$ cat src/rtl/pe_net_loader.sv
// pe_net_loader
//   Source-side sequencer for the PE array. For every job it strobes the
//   control configuration, shifts KTAPS weight words into each row, streams
//   num_lines x LINES pixel beats with per-row enables, drains the array for
//   DRAIN cycles and then pulses done.
//
// Ports
//   clk, rst                : clock (rising edge), asynchronous active-low reset
//   start, num_lines, cfg_* : job request and job settings, latched in IDLE
//   wt_valid/wt_ready/wt_data : weight stream, one word per row per beat
//   px_valid/px_ready/px_data : pixel stream, one pixel per row per beat
//   d_in, en_in, w_in, w_conf, cntl_conf, d_ch_in, bp_ch_in, bp_src_in
//                           : registered array-facing outputs
//   busy                    : high whenever a job is in progress
//   done                    : one-cycle completion pulse
module pe_net_loader #(
    parameter int ROW_SIZE = 8,
    parameter int LINES    = 16,
    parameter int N        = 4,
    parameter int M        = 4,
    parameter int CL_IN    = 4,
    parameter int CL1      = 2,
    parameter int KTAPS    = 9,
    parameter int DRAIN    = 12
) (
    input  logic                      clk,
    input  logic                      rst,
    input  logic                      start,
    input  logic [15:0]               num_lines,
    input  logic [ROW_SIZE-1:0]       cfg_row_en,
    input  logic [ROW_SIZE*CL_IN-1:0] cfg_d_ch,
    input  logic [ROW_SIZE*CL_IN-1:0] cfg_bp_ch,
    input  logic [ROW_SIZE*CL1-1:0]   cfg_bp_src,
    input  logic                      wt_valid,
    output logic                      wt_ready,
    input  logic [ROW_SIZE*M-1:0]     wt_data,
    input  logic                      px_valid,
    output logic                      px_ready,
    input  logic [ROW_SIZE*N-1:0]     px_data,
    output logic [ROW_SIZE*N-1:0]     d_in,
    output logic [ROW_SIZE-1:0]       en_in,
    output logic [ROW_SIZE*M-1:0]     w_in,
    output logic                      w_conf,
    output logic                      cntl_conf,
    output logic [ROW_SIZE*CL_IN-1:0] d_ch_in,
    output logic [ROW_SIZE*CL_IN-1:0] bp_ch_in,
    output logic [ROW_SIZE*CL1-1:0]   bp_src_in,
    output logic                      busy,
    output logic                      done
);

    localparam int TAP_W   = (KTAPS > 1) ? $clog2(KTAPS) : 1;
    localparam int COL_W   = (LINES > 1) ? $clog2(LINES) : 1;
    localparam int DRAIN_W = (DRAIN > 1) ? $clog2(DRAIN) : 1;

    typedef enum logic [2:0] {
        S_IDLE, S_CTRL, S_WLOAD, S_STREAM, S_DRAIN, S_DONE
    } state_t;

    state_t                    state_reg;
    logic [TAP_W-1:0]          tap_reg;
    logic [COL_W-1:0]          col_reg;
    logic [15:0]               line_reg;
    logic [DRAIN_W-1:0]        drain_reg;
    logic [15:0]               num_lines_reg;
    logic [ROW_SIZE-1:0]       row_en_reg;

    logic [ROW_SIZE*N-1:0]     d_in_reg;
    logic [ROW_SIZE-1:0]       en_in_reg;
    logic [ROW_SIZE*M-1:0]     w_in_reg;
    logic                      w_conf_reg;
    logic                      cntl_conf_reg;
    logic [ROW_SIZE*CL_IN-1:0] d_ch_reg;
    logic [ROW_SIZE*CL_IN-1:0] bp_ch_reg;
    logic [ROW_SIZE*CL1-1:0]   bp_src_reg;
    logic                      done_reg;

    // Readies are decoded from the state register only, so they never
    // depend combinationally on the valids.
    assign wt_ready  = (state_reg == S_WLOAD);
    assign px_ready  = (state_reg == S_STREAM);
    assign busy      = (state_reg != S_IDLE);

    assign d_in      = d_in_reg;
    assign en_in     = en_in_reg;
    assign w_in      = w_in_reg;
    assign w_conf    = w_conf_reg;
    assign cntl_conf = cntl_conf_reg;
    assign d_ch_in   = d_ch_reg;
    assign bp_ch_in  = bp_ch_reg;
    assign bp_src_in = bp_src_reg;
    assign done      = done_reg;

    always_ff @(posedge clk or negedge rst) begin
        if (!rst) begin
            state_reg     <= S_IDLE;
            tap_reg       <= '0;
            col_reg       <= '0;
            line_reg      <= '0;
            drain_reg     <= '0;
            num_lines_reg <= '0;
            row_en_reg    <= '0;
            d_in_reg      <= '0;
            en_in_reg     <= '0;
            w_in_reg      <= '0;
            w_conf_reg    <= 1'b0;
            cntl_conf_reg <= 1'b0;
            d_ch_reg      <= '0;
            bp_ch_reg     <= '0;
            bp_src_reg    <= '0;
            done_reg      <= 1'b0;
        end else begin
            // Strobes are single-cycle unless re-asserted below; d_in and
            // w_in simply hold their last value on idle cycles.
            cntl_conf_reg <= 1'b0;
            w_conf_reg    <= 1'b0;
            en_in_reg     <= '0;
            done_reg      <= 1'b0;

            case (state_reg)
                S_IDLE: begin
                    if (start) begin
                        num_lines_reg <= num_lines;
                        row_en_reg    <= cfg_row_en;
                        d_ch_reg      <= cfg_d_ch;
                        bp_ch_reg     <= cfg_bp_ch;
                        bp_src_reg    <= cfg_bp_src;
                        tap_reg       <= '0;
                        col_reg       <= '0;
                        line_reg      <= '0;
                        drain_reg     <= '0;
                        state_reg     <= S_CTRL;
                    end
                end

                S_CTRL: begin
                    cntl_conf_reg <= 1'b1;
                    state_reg     <= S_WLOAD;
                end

                S_WLOAD: begin
                    if (wt_valid) begin
                        w_in_reg   <= wt_data;
                        w_conf_reg <= 1'b1;
                        if (tap_reg == TAP_W'(KTAPS - 1)) begin
                            tap_reg   <= '0;
                            // An empty frame skips streaming entirely.
                            state_reg <= (num_lines_reg == 16'd0) ? S_DRAIN : S_STREAM;
                        end else begin
                            tap_reg <= tap_reg + 1'b1;
                        end
                    end
                end

                S_STREAM: begin
                    if (px_valid) begin
                        d_in_reg  <= px_data;
                        en_in_reg <= row_en_reg;
                        if (col_reg == COL_W'(LINES - 1)) begin
                            col_reg <= '0;
                            // num_lines_reg is non-zero here, so the
                            // subtraction cannot wrap.
                            if (line_reg == num_lines_reg - 16'd1) begin
                                line_reg  <= '0;
                                state_reg <= S_DRAIN;
                            end else begin
                                line_reg <= line_reg + 16'd1;
                            end
                        end else begin
                            col_reg <= col_reg + 1'b1;
                        end
                    end
                end

                S_DRAIN: begin
                    if (drain_reg == DRAIN_W'(DRAIN - 1)) begin
                        drain_reg <= '0;
                        done_reg  <= 1'b1;   // high for the whole DONE cycle
                        state_reg <= S_DONE;
                    end else begin
                        drain_reg <= drain_reg + 1'b1;
                    end
                end

                S_DONE: begin
                    state_reg <= S_IDLE;
                end

                default: state_reg <= S_IDLE;
            endcase
        end
    end

endmodule

$ cat config.mk
export PLATFORM = sky130hd
export DESIGN_NAME = pe_net_loader
export DESIGN_NICKNAME = d
export VERILOG_FILES = /design/src/rtl/pe_net_loader.sv
export SDC_FILE = /design/constraint.sdc
export NUM_CORES = 1
export LEC_CHECK = 0
export CORE_MARGIN = 1.5
export CORE_UTILIZATION = 35
export DETAILED_ROUTE_END_ITERATION = 16
export GPL_ROUTABILITY_DRIVEN = 1
export PLACE_DENSITY = 0.66
export SLEW_MARGIN = 0
export SYNTH_ARGS = -nofsm -noshare
export SYNTH_HDL_FRONTEND = slang
export SYNTH_SLANG_ARGS = --single-unit
$ cat constraint.sdc
create_clock -name clk -period 2.6 [get_ports clk]
set_input_delay 0.52 -clock clk [delete_from_list [all_inputs] [get_ports clk]]
set_output_delay 0.52 -clock clk [all_outputs]
set_load 0.05 [all_outputs]
==> results of run 1 <==
-- area by class of cell --
class	instances	share of cell area (%)
multi-input combinational	411	25.21
sequential	210	38.32
clock inverter	11	0.6569
timing repair buffer	373	27.10
tap	330	3.011
inverter	16	0.4379
clock buffer	35	5.273
-- timing repair --
item	in CTS	in global routing
gates cloned	1	0
gates resized for setup	10	2
hold buffers	1	0
hold endpoints to repair	47	0
pin swaps	4	0
setup endpoints to repair	21	20
-- metrics by stage --
step	hold WS, ps	total power, mW
after floorplan	224.4	4.405
after global placement	456.7	5.110
after detailed placement	463.3	5.124
after CTS	466.2	8.609
after global routing	489.6	8.847
final	462.7	8.481
-- synth_stat cells, types with 4 or more instances --
library cell,n
a21oi_1,14
mux2_2,168
dfrtp_1,210
inv_1,16
nand4_1,7
or3_1,8
nor2_1,23
nor3_1,12
o21ai_0,21
nand3_1,15
nor4_1,4
xnor2_1,16
nand2_1,35
and2_1,10
clkbuf_1,27
nor2b_1,4
a31oi_1,10
ha_1,7
xor2_1,11
o22ai_1,6
-- how the worst max path moves through the flow --
stage	to	slack, ps	cells after the start
floorplan	line_reg[4]$_DFFE_PN0P_	-240	10
global placement	line_reg[4]$_DFFE_PN0P_	-220	8
detailed placement	line_reg[4]$_DFFE_PN0P_	-350	8
CTS	line_reg[7]$_DFFE_PN0P_	-190	8
global route	line_reg[2]$_DFFE_PN0P_	-290	8
finish	line_reg[4]$_DFFE_PN0P_	-220	8
-- worst reg2reg max path: stages, from the launching register on --
cell and delay, ps:
dfrtp_1 430, or3_1 380, or3_1 370, a2111oi_2 420
o22ai_1 160, or4_4 510, buf_6 170, a31oi_1 180
o22ai_1 90
-- routing by layer --
metal  vias up  global-route usage, %  share of wire [%]
met5         -                      0                  0
met3        32                  5.669                8.0
met1      3312                  22.03                 40
met2       215                  30.61                 50
li1       3110                      -                  -
met4         0                  4.796                2.0
-- power breakdown --
group / internal, mW / switching [mW]
Combinational: 0.679 / 0.798
Sequential: 3.46 / 0.132
Clock: 2.04 / 1.37
-- cell families (layout without fill, tap and decap cells) --
group                      count (synthesis)  in the layout  synth area share, %
buffers and inverters                     50            435                2.487
adders and majority gates                  7              7               0.9889
AOI/OAI and AO/OA                         69             69                4.860
DFF                                      210            210                59.34
and+or+nand+nor                          139            139                8.180
xor gates and xnor gates                  27             27                2.670
muxes                                    169            169                21.47
==> impl_metrics.csv, run 1 <==
group,metric,value,unit
detailed_routing,viasPerCell,4.812,
clock_network,htreeDepth,1,
global_routing,grt_start_max_net_pins,54,
timing,fin_crit,2825,ps
die,core,25040,um2
setup_path,end_kind,"register",
timing,hold_violations,0,
synthesis,yosys_warnings,0,
synthesis,synth_top_area_share,59.34,%
setup_path,r2r-start,"num_lines_reg[9]$_DFFE_PN0P_",
final_layout,final_area,13710,um2
detailed_routing,detail_route.first_pass.iterations,4,
setup_path,r2r_end,"line_reg[4]$_DFFE_PN0P_",
synthesis,ys_seq_area_share,59.34,%
die,die-area,26270,um2
timing,final.period_utilization,108.7,%
timing,setup_tns,-3293,ps
die,die_w,162.1,um
die,io_pins,331,
setup_path,cpPeakStageDelay,510,ps
setup_path,crit_type,"reg -> reg",
placement,place.detailed.hpwl,17060,um
worst_hold_path,whs_endpoint,"en_in[2]$_DFF_PN0_",
setup_path,crit_path_max_fanout,7,
synthesis,synth_seq_cells,210,
placement,dp_cells,1338,
flow_run,cap_violations,0,
setup_path,worst-path-buf-inv,1,
clock_network,post_cts_buffers,0,
placement,place_ws,-347.7,ps
timing,setup_viol,19,
setup_path,slowest_stage,"or4_4",
final_layout,multiInputGateArea,3457,um2
placement,dpl_cell_area,12830,um2
global_routing,grt-ovfl-total,0,
setup_path,cp_top_family,"simple AND/OR/NAND/NOR gates",
clock_network,cts_inserted_buffers,25,
synthesis,ys.flop_type,"dfrtp_1",
synthesis,synth_edf_count,0,
placement,portBuffers,330,
synthesis,yosys.area.top_type,"dfrtp_1",
pwr,p_leak,5.944,nW
synthesis,synth_fp_nets,851,
synthesis,syn-cell-area,8856,um2
final_layout,finalNonFillerCells,1386,
final_layout,final_common_cell,"clkdlybuf4s50_1",
global_routing,grt_pass1_vias,7005,
detailed_routing,first_iter_violations,298,
global_routing,grt_pass1_wl,37830,um
detailed_routing,wire_per_inst,17.09,um
timing,worst_slack,-224.9,ps
clock_network,cts_sinks,210,
placement,gp_congestion,0.8200,
final_layout,n_antenna_cell,0,
final_layout,n_fill_cell,2176,
detailed_routing,drt.antenna.violating_nets,0,
timing,rsz0062_at_grt,"true",
run_status,status,"complete, but fails checks",
setup_path,critPathLaunch,"num_lines_reg[9]$_DFFE_PN0P_",
global_routing,track_usage,17.97,%
setup_path,regToRegSetupSlack,-220,ps
timing,max_slew.worst_pin.slew,589.3,ps
synthesis,yosys-top-cells-area,"dfrtp_1, mux2_2, xnor2_1",
die,start_util,35.37,%
clock_network,cts_tree,"built",
final_layout,regArea,5255,um2
final_layout,area_growth,54.86,%
setup_path,start_kind,"register",
setup_path,crit_chain,"or3_1 > or3_1 > a2111oi_2 > o22ai_1 > or4_4 > buf_6 > a31oi_1 > o22ai_1",
final_layout,mostFrequentLayoutCells,"clkdlybuf4s50_1, dfrtp_1, mux2_2",
detailed_routing,vias,6669,
synthesis,synth_cell_types,55,
final_layout,drive_gt1_share,25.85,%
clock_network,clkLatencyLatePin,510,ps
setup_path,crit_arrival,3220,ps
final_layout,num-nets-final,1217,
die,dieHeight,162.1,um
pwr,ir_worst_vdd,0.4815,mV
global_routing,antenna_found_initial,0,
synthesis,syn-instance-count,671,
die,rows,58,
clock_network,cts.path.max_buffers,3,
timing,fmaxAchievable,0.3540,GHz
pwr,power_density,618.4,nW/um2
timing,drv_slew,0,
setup_path,required,2990,ps
detailed_routing,drc,0,
synthesis,avgSynthCellArea,13.20,um2
timing,skew,7.558,ps
setup_path,rr_worst_depth,8,
worst_hold_path,hold_start,"row_en_reg[2]$_DFFE_PN0P_",
clock_network,clk_pin_slew,60,ps
detailed_routing,wirelength,23680,um
synthesis,async_reset_ff_share,100.0,%
final_layout,utilization,54.78,%
clock_network,clockRootBuffer,"clkbuf_16",
run_status,violations,"setup timing",
worst_hold_path,hold_path_class,"reg -> reg",
worst_hold_path,worstHoldPathCells,1,
timing,slew_headroom,60.59,%
(Power assumes the default switching activity.)
==> run 2, diff against run 1 <==
--- a/config.mk
+++ b/config.mk
@@ -7,9 +7,11 @@
 export LEC_CHECK = 0
 export CORE_MARGIN = 1.5
 export CORE_UTILIZATION = 35
+export CTS_CLUSTER_SIZE = 28
 export DETAILED_ROUTE_END_ITERATION = 16
 export GPL_ROUTABILITY_DRIVEN = 1
 export PLACE_DENSITY = 0.66
+export REMOVE_ABC_BUFFERS = 1
 export SLEW_MARGIN = 0
 export SYNTH_ARGS = -nofsm -noshare
 export SYNTH_HDL_FRONTEND = slang
==> impl_metrics.csv, run 2 (synthesis results as in run 1) <==
group,metric,value,unit
timing,slew_headroom,57.90,%
pwr,p_total,8.396,mW
setup_path,crit_arrival,3160,ps
run_status,status,"complete, but fails checks",
final_layout,area_growth,54.72,%
final_layout,num-nets-final,1214,
die,start_util,35.37,%
placement,gp_congestion,0.8434,
die,io_pins,331,
placement,portBuffers,330,
detailed_routing,viasPerCell,4.843,
global_routing,grt_pass1_wl,38130,um
pwr,ir_worst_vdd,0.4971,mV
global_routing,antenna_found_initial,0,
clock_network,cts_tree,"built",
timing,final.period_utilization,105.8,%
die,dieHeight,162.1,um
detailed_routing,vias,6688,
detailed_routing,drt.antenna.violating_nets,0,
setup_path,critPathLaunch,"num_lines_reg[8]$_DFFE_PN0P_",
setup_path,crit_path_max_fanout,7,
placement,dp_cells,1333,
detailed_routing,wire_per_inst,17.53,um
global_routing,track_usage,18.24,%
die,die_w,162.1,um
timing,fin_crit,2751,ps
run_status,violations,"setup timing",
worst_hold_path,hold_start,"row_en_reg[2]$_DFFE_PN0P_",
setup_path,required,3010,ps
clock_network,cts_sinks,210,
timing,worst_slack,-150.9,ps
final_layout,finalNonFillerCells,1381,
clock_network,clkLatencyLatePin,520,ps
timing,setup_viol,19,
timing,fmaxAchievable,0.3635,GHz
setup_path,regToRegSetupSlack,-150,ps
clock_network,clockRootBuffer,"clkbuf_16",
detailed_routing,wirelength,24200,um
clock_network,cts.path.max_buffers,3,
final_layout,mostFrequentLayoutCells,"clkdlybuf4s50_1, dfrtp_1, mux2_2",
flow_run,cap_violations,0,
timing,skew,10.54,ps
setup_path,start_kind,"register",
clock_network,cts_inserted_buffers,25,
die,core,25040,um2
timing,drv_slew,0,
placement,place.detailed.hpwl,17580,um
timing,max_slew.worst_pin.slew,629.6,ps
die,die-area,26270,um2
pwr,power_density,612.8,nW/um2
setup_path,r2r-start,"num_lines_reg[8]$_DFFE_PN0P_",
clock_network,htreeDepth,1,
detailed_routing,drc,0,
final_layout,n_fill_cell,2161,
pwr,p_leak,5.911,nW
global_routing,grt_pass1_vias,6944,
detailed_routing,detail_route.first_pass.iterations,4,
timing,rsz0062_at_grt,"true",
detailed_routing,first_iter_violations,279,
die,rows,58,
clock_network,clk_pin_slew,70,ps
global_routing,grt-ovfl-total,0,
setup_path,end_kind,"register",
timing,hold_violations,0,
setup_path,crit_type,"reg -> reg",
final_layout,drive_gt1_share,25.62,%
final_layout,final_common_cell,"clkdlybuf4s50_1",
global_routing,grt_start_max_net_pins,68,
worst_hold_path,hold_path_class,"reg -> reg",
-- run 2: changes by cell type in the layout (fill, tap and decap cells not counted), moves of 2 or more --
| cell | previous run | this run |
|---|---|---|
| clkinv_2 | 7 | 1 |
| nor4_2 | 1 | 3 |
| buf_4 | 34 | 31 |
| nor4_1 | 4 | 2 |
| clkbuf_1 | 4 | 8 |
-- run 2: cell type report --
cell class | count | area (um2) | area share, %
Antenna cell | 1 | 2.502 | 0.01826
Clock buffer | 40 | 752.0 | 5.488
Clock inverter | 3 | 22.52 | 0.1644
Inverter | 16 | 63.81 | 0.4657
Multi-Input combinational cell | 411 | 3485 | 25.43
Sequential cell | 210 | 5255 | 38.35
Tap cell | 330 | 412.9 | 3.013
Timing Repair Buffer | 370 | 3709 | 27.07
-- run 2: final timing paths --
kind / to / depth (start not counted)
setup / recovery: line_reg[7]$_DFFE_PN0P_ / 8
min in group asynchronous: tap_reg[1]$_DFFE_PN0P_ / 2
max in group asynchronous: d_ch_in[6]$_DFFE_PN0P_ / 3
hold reg to reg: en_in[2]$_DFF_PN0_ / 1
hold / removal: en_in[2]$_DFF_PN0_ / 1
setup reg to reg: line_reg[7]$_DFFE_PN0P_ / 8
-- run 2: timing repair --
| item | 4_1_cts | 5_1_grt |
|---|---|---|
| pin swaps | 7 | 4 |
| gates cloned | 1 | 0 |
| setup endpoints to repair | 20 | 20 |
| gates resized for setup | 8 | 11 |
| setup buffers | 0 | 2 |
| endpoints found under the hold margin | 40 | 0 |
| hold buffers | 1 | 0 |
-- run 2: report_power, final --
part,switching [mW],internal [mW]
registers,0.133,3.46
logic,0.800,0.681
clock network,1.36,1.97
total,2.29,6.11
-- run 2: critical path, cell delays in order (launching register included) --
cell     delay [ps]
dfrtp_1         410
or4_1           610
nor4_1          270
a31oi_1         140
o211a_1         220
or4_4           560
buf_8           160
a31oi_1         170
o22ai_1          90
-- run 2: per-layer routing --
metal | wire (um) | GRT usage [%] | up-vias
li1 | - | - | 3117
met1 | 9553 | 21.82 | 3287
met2 | 11670 | 30.41 | 237
met3 | 2271 | 7.074 | 47
met4 | 705 | 5.379 | 0
met5 | 0 | 0 | -
-- run 2: metrics by stage --
stage	cell area [um2]	hold slack, ps	setup TNS [ps]	worst slack, ps	utilization [%]
3_5_place_dp	12800	468.4	-4201	-282.2	51.11
3_3_place_gp	12800	459.2	-3759	-249.5	51.11
6_report	13700	479.9	-1819	-150.9	54.73
2_1_floorplan	8696	224.4	-570870	-5634	-
5_1_grt	13700	509.1	-2736	-192.9	54.72
4_1_cts	13620	482.3	-2826	-212.8	54.41
